<file path="src/rtl/mlp_layer_sequencer.sv">
// Sequences one fully-connected layer onto a shared neuron MAC: clear, NUM_INPUTS
// multiply-accumulates, a bias step and a result write for each neuron in turn.
module mlp_layer_sequencer #(
  parameter int NUM_INPUTS    = 62,
  parameter int CLOG2_INPUTS  = 6,
  parameter int NUM_NEURONS   = 30,
  parameter int CLOG2_NEURONS = 5,
  parameter int W_ADDR_W      = 11
) (
  input  logic                     clk,
  input  logic                     rst,
  input  logic                     clk_en,
  input  logic                     start,
  input  logic                     abort,
  output logic                     busy,
  output logic                     done,
  output logic                     acc_clr,
  output logic                     mac_en,
  output logic                     use_bias,
  output logic [CLOG2_INPUTS-1:0]  in_addr,
  output logic [W_ADDR_W-1:0]      w_addr,
  output logic                     out_we,
  output logic [CLOG2_NEURONS-1:0] out_addr
);

  typedef enum logic [2:0] {S_IDLE, S_CLEAR, S_MAC, S_BIAS, S_WRITE, S_DONE} state_t;

  localparam logic [CLOG2_INPUTS-1:0]  LAST_IN   = CLOG2_INPUTS'(NUM_INPUTS - 1);
  localparam logic [CLOG2_NEURONS-1:0] LAST_NRN  = CLOG2_NEURONS'(NUM_NEURONS - 1);
  localparam logic [W_ADDR_W-1:0]      BASE_STEP = W_ADDR_W'(NUM_INPUTS);

  state_t                     state, state_nxt;
  logic [CLOG2_INPUTS-1:0]    icnt, icnt_nxt;
  logic [CLOG2_NEURONS-1:0]   nrn, nrn_nxt;
  logic [W_ADDR_W-1:0]        base, base_nxt;

  // Everything holds by default, which is also the whole clk_en=0 behaviour.
  always_comb begin
    state_nxt = state;
    icnt_nxt  = icnt;
    nrn_nxt   = nrn;
    base_nxt  = base;
    if (clk_en) begin
      if (abort) begin
        state_nxt = S_IDLE;
        icnt_nxt  = '0;
        nrn_nxt   = '0;
        base_nxt  = '0;
      end else begin
        case (state)
          S_IDLE: if (start) begin
            state_nxt = S_CLEAR;
            nrn_nxt   = '0;
            base_nxt  = '0;
          end
          S_CLEAR: begin
            state_nxt = S_MAC;
            icnt_nxt  = '0;
          end
          S_MAC: begin
            if (icnt == LAST_IN) state_nxt = S_BIAS;
            else                 icnt_nxt  = icnt + 1'b1;
          end
          S_BIAS: state_nxt = S_WRITE;
          S_WRITE: begin
            if (nrn == LAST_NRN) state_nxt = S_DONE;
            else begin
              state_nxt = S_CLEAR;
              nrn_nxt   = nrn + 1'b1;
              base_nxt  = base + BASE_STEP;
            end
          end
          S_DONE: begin
            state_nxt = S_IDLE;
            icnt_nxt  = '0;
            nrn_nxt   = '0;
            base_nxt  = '0;
          end
          default: state_nxt = S_IDLE;
        endcase
      end
    end
  end

  always_ff @(posedge clk) begin
    if (!rst) begin
      state <= S_IDLE;
      icnt  <= '0;
      nrn   <= '0;
      base  <= '0;
    end else begin
      state <= state_nxt;
      icnt  <= icnt_nxt;
      nrn   <= nrn_nxt;
      base  <= base_nxt;
    end
  end

  // Strobes are gated by clk_en so a stalled cycle never double-counts; busy is not.
  always_comb begin
    busy     = (state != S_IDLE);
    done     = clk_en && (state == S_DONE);
    acc_clr  = clk_en && (state == S_CLEAR);
    mac_en   = clk_en && ((state == S_MAC) || (state == S_BIAS));
    use_bias = clk_en && (state == S_BIAS);
    out_we   = clk_en && (state == S_WRITE);
    out_addr = busy ? nrn : '0;
    in_addr  = '0;
    w_addr   = '0;
    if (state == S_MAC) begin
      in_addr = icnt;
      w_addr  = base + W_ADDR_W'(icnt);
    end else if (state == S_BIAS) begin
      w_addr  = base;
    end
  end

endmodule

</file>
<file path="config.mk">
export PLATFORM = sky130hd
export DESIGN_NAME = mlp_layer_sequencer
export DESIGN_NICKNAME = d
export VERILOG_FILES = /design/src/rtl/mlp_layer_sequencer.sv
export SDC_FILE = /design/constraint.sdc
export NUM_CORES = 1
export LEC_CHECK = 0
export CORE_MARGIN = 5
export CORE_UTILIZATION = 55
export CTS_CLUSTER_SIZE = 25
export DETAILED_ROUTE_END_ITERATION = 6
export DONT_BUFFER_PORTS = 1
export PLACE_DENSITY = 0.7
export SLEW_MARGIN = 20
export SYNTH_ARGS = -nofsm -noshare
export SYNTH_HDL_FRONTEND = slang
export SYNTH_SLANG_ARGS = --single-unit
</file>
<file path="constraint.sdc">
create_clock -name clk -period 4.2 [get_ports clk]
set_input_delay 0.21 -clock clk [delete_from_list [all_inputs] [get_ports clk]]
set_output_delay 0.21 -clock clk [all_outputs]
set_load 0.1 [all_outputs]
</file>
Word-level counts from Yosys, hierarchy flattened:

Index checks and enable logic that the tools add are counted.

* bits in registers: 25
* input port bits: 5
* output and inout bits: 28

* add/subtract/negate cells: 4
* eq/ne operators: 11
* mux-type cells: 20
* reductions and logical operators: 14

Operators with widths (number)
* $mux W11: 5
* $pmux W11 S3: 1
* $mux W5: 4
* $mux W6: 3
* $pmux W3 S5: 1
* $pmux W5 S3: 1
* $mux W3: 4
* $ne A3 B3 Y1 const B: 4
* $pmux W6 S2: 1
* $add A11 B6 Y11: 1
* $add A11 B6 Y11 const B: 1
* $add A6 B1 Y6 const B: 1
* $eq A3 B2 Y1 const B: 2
* $eq A3 B3 Y1 const B: 2
* $eq A6 B6 Y1 const B: 1
* $reduce_and A3 Y1: 2
* $reduce_bool A3 Y1: 2
* $add A5 B1 Y5 const B: 1
* $eq A5 B5 Y1 const B: 1
* $logic_and A1 B1 Y1: 5
* $reduce_and A4 Y1: 1
* $reduce_bool A4 Y1: 1
* $eq A3 B1 Y1 const B: 1
* $logic_not A3 Y1: 1
* 2 further kinds: 2

Longest topological paths before layout:

Gate-level depths: netlist of the first run.

* word-level depth: 4
* gate-level depth with buffers: 8

Least setup slack after synthesis of the first run:

No wires, ideal clock.

* path type: register to output
* start: register state[0]
* end: output port done
* arrival time: 3267 ps
* slack: 723 ps
* cell stages (with the launch flop): 5
* path buffers: 2
* cells stage by stage: dfxtp_1 -> buf_2 -> buf_1 -> nand2_1 -> nor3b_1

* longest elaborated chain between the ends: 2

Ends and longest elaborated chain
* from (decl): line 32 `state_t state, state_nxt;`
* from (signal assigned): line 92 `state <= state_nxt;`
* $eq A3 B3 Y1: line 102 `done = clk_en && (state == S_DONE);`
* $logic_and A1 B1 Y1: line 102
* to (decl): line 16 `output logic done,`

Every way passes these cells.

Worst setup path in the final report of the first run:

* start: register icnt[1]
* end: output port w_addr[6]

* longest elaborated chain between the ends: 2

Ends and longest elaborated chain
* from (decl): line 33 `logic [CLOG2_INPUTS-1:0] icnt, icnt_nxt;`
* from (signal assigned): line 93 `icnt <= icnt_nxt;`
* $add A11 B6 Y11: line 112 `w_addr = base + W_ADDR_W'(icnt);`
* $mux W11: line 110 `if (state == S_MAC) begin`
* to (decl): line 21 `output logic [W_ADDR_W-1:0] w_addr,`

Every way passes these cells.

==> results of run 1 <==
routing by layer:
| metal | part of all wire [%] | track usage (%) |
|---|---|---|
| met5 | 0 | 0 |
| met4 | 0.76 | 4.47 |
| met3 | 5.3 | 3.45 |
| met2 | 44 | 28.9 |
| met1 | 49 | 24.4 |
cell usage in the layout (no fill, tap or decap), types with 9 or more instances in the layout:
cell / synthesis / layout
a21oi_1: 13 / 13
dfxtp_1: 24 / 24
ha_1: 10 / 10
inv_1: 10 / 10
nand2_1: 14 / 14
nor2_1: 39 / 29
nor2_2: 0 / 10
nor2b_1: 13 / 9
o211ai_1: 11 / 11
xor2_1: 12 / 12
area by class of cell:
cell class / count / share of cell area, %
Timing Repair Buffer: 4 / 4.03
Clock buffer: 3 / 1.10
Multi-Input combinational cell: 192 / 65.3
Clock inverter: 1 / 1.46
Tap cell: 46 / 2.81
Sequential cell: 24 / 23.4
Inverter: 10 / 1.83
registers in the layout, indices dropped and copies added, names as in the netlist:
register  flops
state         3
base         10
icnt          6
nrn           5
critical path: stages, from the launching register on:
cell and delay (ns):
dfxtp_1 0.42, inv_1 0.13, fa_1 0.46, nand2b_1 0.16
a21oi_1 0.26, o31ai_1 0.12, xor2_1 0.16, nor2_2 0.82
worst max-delay path by stage:
stage	cells after the start	slack, ns	to
4_1_cts	7	1.12	w_addr[6]
3_5_place_dp	7	1.51	w_addr[6]
2_1_floorplan	4	0.72	done
3_3_place_gp	7	1.57	w_addr[6]
6_report	7	1.15	w_addr[6]
5_1_grt	7	1.00	w_addr[6]
stage by stage:
step                instance area, sq um  utilization (%)  worst slack [ns]  std cells
CTS                                 2040             62.1              1.12        280
detailed placement                  1990             60.5              1.51        276
global route                        2050             62.4              1.00        280
global placement                    1990             60.5              1.57        276
finish                              2050             62.4              1.15        280
floorplan                           1850                -             0.723        238
cell families (layout without fill, tap and decap cells):
kind of cell    count (synthesis)  after routing  synth area share [%]
other cells                     1              1                 0.203
flops                          24             24                  26.0
xor+xnor                       18             18                  8.52
mux                             4              4                  2.30
compound gates                 53             53                  21.0
fa+ha+maj                      11             11                  7.85
simple gates                  105            105                  29.2
buf+inv                        22             18                  5.01
power groups by stage:
stage | Clock [mW] | Combinational [mW] | Sequential (mW)
floorplan | 0 | 0.0857 | 0.247
global placement | 0 | 0.0961 | 0.249
detailed placement | 0 | 0.0965 | 0.249
CTS | 0.170 | 0.0969 | 0.244
global route | 0.178 | 0.110 | 0.246
finish | 0.166 | 0.0977 | 0.244
==> results.cfg, run 1 <==
[clocking]
tritoncts = done
cts_htree_levels = 1
hold_buffers = 0
worst_setup_hold_path_clk_slew_ns = 0.13
number_of_clock_buffers_inserted_by_tritoncts = 3
clock_sink_count = 24
count_of_cells_resized_by_post_cts_repair = 0
worst_skew_pair.late_latency_ns = 0.31
cts_setup_buffers = 0
cts_root_buf = clkbuf_4
clockBufferDepth = 2

[logic_synthesis]
synth_area_per_cell_sq_um = 7.77
netlist_top_cells_area = dfxtp_1, nor2_1, ha_1, xor2_1, o211ai_1
synth_area_sq_mm = 0.00185
synth_seq_area_share_pct = 26.0
yosysTopAreaCellShare_pct = 26.0
top_post_synthesis_cells_by_count = nor2_1, dfxtp_1, nand2_1
register_bit_count_reported_by_yosys = 24
netlist.top_cell.by_area = dfxtp_1
netlist-cell-type-count = 47
synth_enable_flop_cells = 0
synth_fp_nets = 254
yosys_warnings = 0
yosysMostFrequentCell = nor2_1
gate_count_of_the_mapped_netlist = 238
synth-async-reset-ratio_pct = 0
synth_ff_type = dfxtp_1

[power_and_ir_drop]
internal-power_mw = 0.365
power_mw = 0.508
power.density_mw_per_mm2 = 248
clock_power_share_pct = 32.7
power_switching_mw = 0.143
p_sw_share_pct = 28.2
ir_worst_vdd_uv = 154
static-leakage-power_nw = 0.736
proportion_of_power_drawn_by_flip_flops_and_latches_pct = 48.1
comb_power_share_pct = 19.2

[critical_path]
worst_ep_arrival_time_ns = 2.84
startpoint = icnt[1]
r2r_start = state[1]
setup.worst_path.class = reg -> out
rr_endpoint = icnt[2]
worst-endpoint-required_ns = 3.99
rrSetupSlack_ns = 2.09
r2r_cells = 5
cp-end-kind = output pin
crit_path_start_kind = flip-flop
critical_path_peak_fanout = 5

[global_route]
grt_start_max_net_pins = 25
gr_usage_total_pct = 17.9
overflow = 0
grt_antenna_before_repair = 0
grt_pass1_wl_um = 6480
grt_pass1_vias = 1425

[floorplanning]
total_number_of_placement_rows = 21
floorplan.initialDensity_pct = 56.3
die-area_sq_mm = 0.00462
ios = 33
die_height_um = 68.0
die_x_um = 68.0
placeable_core_region_sq_mm = 0.00328

[final_layout]
area_growth_pct = 10.9
layout.area.seq_sq_um = 480
number_of_diodes = 0
finalNetCount = 251
multiInputGateArea_sq_mm = 0.00134
fillers = 286
layout-drive-gt1-share_pct = 15.0

[timing]
max_slew_margin_pct = 27.2
worst_hold_slack_ns = 0.0235
rsz0062_at_grt = no
final.period_utilization_pct = 72.7
worst_pin_slew_ns = 1.09
hold_viol = 0
final.setup.tns_ns = 0
final-setup-viol-count = 0
number_of_pins_with_negative_max_slew_slack_in_the_final_report = 0
timing.fmax_ghz = 0.327
skew_ns = 0.0113
period_minus_slack_ns = 3.05

[detailed_routing]
antenna_left = 0
drt-total-wl_um = 3790
via_count = 1565
drt_first_iter_violations = 95
post_drt_wl_per_cell_um = 13.5
route.detailed.vias_per_inst = 5.59
drcViolationCount = 0
drtPass1Iterations = 4

[hold_path]
min-delay-path-class = in -> reg
timing.hold.worst_endpoint = state[0]
timing.hold.worst.start = rst
worst_hold_path.num_cells = 1

[flow_run]
cap_viol_max_count = 0

[placed_design]
place_hpwl_um = 2880
io_buffer_count = 0
gp_weighted_congestion = 0.781

[status]
run_status = completed
(Power assumes the default switching activity.)
==> run 2: changes to the inputs <==
- ABC_AREA: default -> 1
- clock period: 4.2 -> 3 ns (I/O delays scaled with it)
==> run 2 against run 1 <==
Against the previous run: core utilization rose by 6.8 points; synthesized cell count rose by 39%; clock skew fell by 0.0014 ns; via count rose by 34%; largest power group unchanged; first-iteration DRC count rose by 99%; final area rose by 15%; worst hold slack improved by 0.040 ns; clock power rose by 46%; synthesized area rose by 7.3%.
==> results.cfg, run 2 <==
[status]
run_status = completed

[timing]
skew_ns = 0.00988
period_minus_slack_ns = 2.73
setup_ws_ns = 0.274
rsz0062_at_grt = no
final.setup.tns_ns = 0
final-setup-viol-count = 0
hold_viol = 0
final.period_utilization_pct = 90.9
max_slew_margin_pct = 45.2
number_of_pins_with_negative_max_slew_slack_in_the_final_report = 0
timing.fmax_ghz = 0.367
worst_pin_slew_ns = 0.821

[clocking]
count_of_cells_resized_by_post_cts_repair = 0
hold_buffers = 2
cts_root_buf = clkbuf_4
number_of_clock_buffers_inserted_by_tritoncts = 3
cts_setup_buffers = 0
worst_skew_pair.late_latency_ns = 0.33
clock_sink_count = 24
cts_htree_levels = 1
worst_setup_hold_path_clk_slew_ns = 0.15
clockBufferDepth = 2
tritoncts = done

[final_layout]
final_design_area_no_fill_sq_mm = 0.00237
layout-drive-gt1-share_pct = 20.4
area_growth_pct = 19.2
finalNetCount = 375
mostFrequentLayoutCells = nand2_1, inv_1, nor2_1
top_regs = base (10), icnt (6), nrn (5)
largest_register_ff_count = 10
number_of_diodes = 0
final_core_utilization_pct = 69.3
fillers = 321
final_common_cell = nand2_1
top_register = base

[power_and_ir_drop]
internal-power_mw = 0.515
comb_power_share_pct = 24.5
ir_worst_vdd_uv = 211
static-leakage-power_nw = 1.06
proportion_of_power_drawn_by_flip_flops_and_latches_pct = 44.4
power.density_mw_per_mm2 = 331
p_sw_share_pct = 34.2
power_mw = 0.783
power_switching_mw = 0.268
clock_power_share_pct = 31.0

[logic_synthesis]
synth_ff_type = dfxtp_1
synth-adder-area-share_pct = 7.31
synth_seq_area_share_pct = 24.2
synth_mux_area_share_pct = 0
register_bit_count_reported_by_yosys = 24
netlist_top_cells_area = dfxtp_1, nand2_1, nor2_1, inv_1, ha_1
gate_count_of_the_mapped_netlist = 331
netlist-cell-type-count = 30
synth_fp_nets = 347
synthSimpleGateAreaFrac_pct = 39.7
synth_area_sq_mm = 0.00198
yosys_warnings = 0
synth-async-reset-ratio_pct = 0
synth_top_family_by_area = simple AND/OR/NAND/NOR gates
complex_gate_fraction_of_the_synthesized_area_pct = 15.6
synthXorXnorAreaFrac_pct = 0.883
yosysMostFrequentCell = nand2_1
top_post_synthesis_cells_by_count = nand2_1, nor2_1, inv_1
synth_area_per_cell_sq_um = 6.00
yosysTopAreaCellShare_pct = 24.2
synth_enable_flop_cells = 0
netlist.top_cell.by_area = dfxtp_1

[placed_design]
place_hpwl_um = 4020
placement.setup.worst_slack_ns = 0.702
gp_weighted_congestion = 0.913
placedInstanceArea_sq_mm = 0.00229
io_buffer_count = 0

[flow_run]
cap_viol_max_count = 0

[floorplanning]
ios = 33
die_height_um = 70.1
total_number_of_placement_rows = 21
placeable_core_region_sq_mm = 0.00342
die-area_sq_mm = 0.00491
die_x_um = 70.1
floorplan.initialDensity_pct = 58.1

[global_route]
gr_usage_total_pct = 21.0
grt_start_max_net_pins = 17
grt_pass1_vias = 1901
grt_antenna_before_repair = 0
overflow = 0
grt_pass1_wl_um = 8600

[detailed_routing]
via_count = 2103
antenna_left = 0
top_signal_layer_used = met4
drtPass1Iterations = 4
met3_wirelength_um = 286
drt-total-wl_um = 5090
route.detailed.vias_per_inst = 5.21
detail_route.wirelength.met1_um = 2430
post_drt_wl_per_cell_um = 12.6
drt_first_iter_violations = 189
met2_wl_um = 2300
drcViolationCount = 0

[critical_path]
crit_path_start_kind = flip-flop
critical_path_peak_fanout = 6
worst-endpoint-required_ns = 2.85
setup.worst_path.class = reg -> out
cp-end-kind = output pin
worst_ep_arrival_time_ns = 2.58

[hold_path]
min-delay-path-class = in -> reg
==> run 2: cell types whose count changed after synthesis, moves of 8 or more <==
cell and change:
nor2b_1 -13, o211ai_1 -9, and2_1 -8, nand2_1 +72, nor2_1 +11, a21oi_1 +11, inv_1 +35, xor2_1 -10
o21ai_0 +13, nand3_1 +19
==> run 2: cell families (layout without fill, tap and decap cells) <==
logic type,Yosys count,after routing
adders and majority gates,11,11
DFF,24,24
xor gates and xnor gates,2,2
other,1,1
buffers and inverters,56,83
and+or+nand+nor,181,181
AOI/OAI and AO/OA,56,56
==> run 2: per-stage QoR <==
stage                     hold WS [ns]  std cells
after floorplan                  0.270        331
after global placement           0.276        398
after detailed placement         0.277        398
after CTS                       0.0531        404
after global routing            0.0741        404
final                           0.0633        404
==> run 2: path summary, 6_finish.rpt <==
| path | start | endpoint | slack, ns | cells after the start |
|---|---|---|---|---|
| worst max-delay path | base[1] | w_addr[8] | 0.27 | 10 |
| worst min-delay path | clk_en | icnt[1] | 0.06 | 2 |
| worst max register to register | state[0] | base[8] | 1.17 | 7 |
| worst min register to register | nrn[4] | nrn[4] | 0.52 | 2 |
==> run 2: critical path, cell delays in order (launching register included) <==
cell     delay (ns)
dfxtp_1        0.44
inv_1          0.14
fa_1           0.41
inv_1          0.07
nand2_1        0.07
o21ai_0        0.27
nand2_1        0.11
a21oi_1        0.24
a21oi_1        0.13
nor2_2         0.09
buf_4          0.29
==> run 2: final cells by class <==
class | count | area (sq um) | area share [%]
multi-input cells | 251 | 1340 | 56.7
flip-flops and latches | 24 | 480 | 20.3
repair buffers | 29 | 240 | 10.2
inverters | 50 | 193 | 8.14
well taps | 46 | 57.6 | 2.43
clock inverters | 1 | 30.0 | 1.27
clock buffers | 3 | 22.5 | 0.952
==> run 2: per-layer routing <==
metal | GRT usage, % | vias up
met1 | 28.9 | 939
met2 | 34.1 | 48
met3 | 3.01 | 7
met4 | 5.74 | 0
met5 | 0 | -
li1 | - | 1109
==> run 2: power by group through the flow <==
stage	registers [mW]	logic, mW	clock network [mW]
floorplan	0.345	0.160	0
global placement	0.354	0.185	0
detailed placement	0.354	0.185	0
CTS	0.347	0.192	0.250
global route	0.350	0.211	0.260
finish	0.348	0.192	0.243
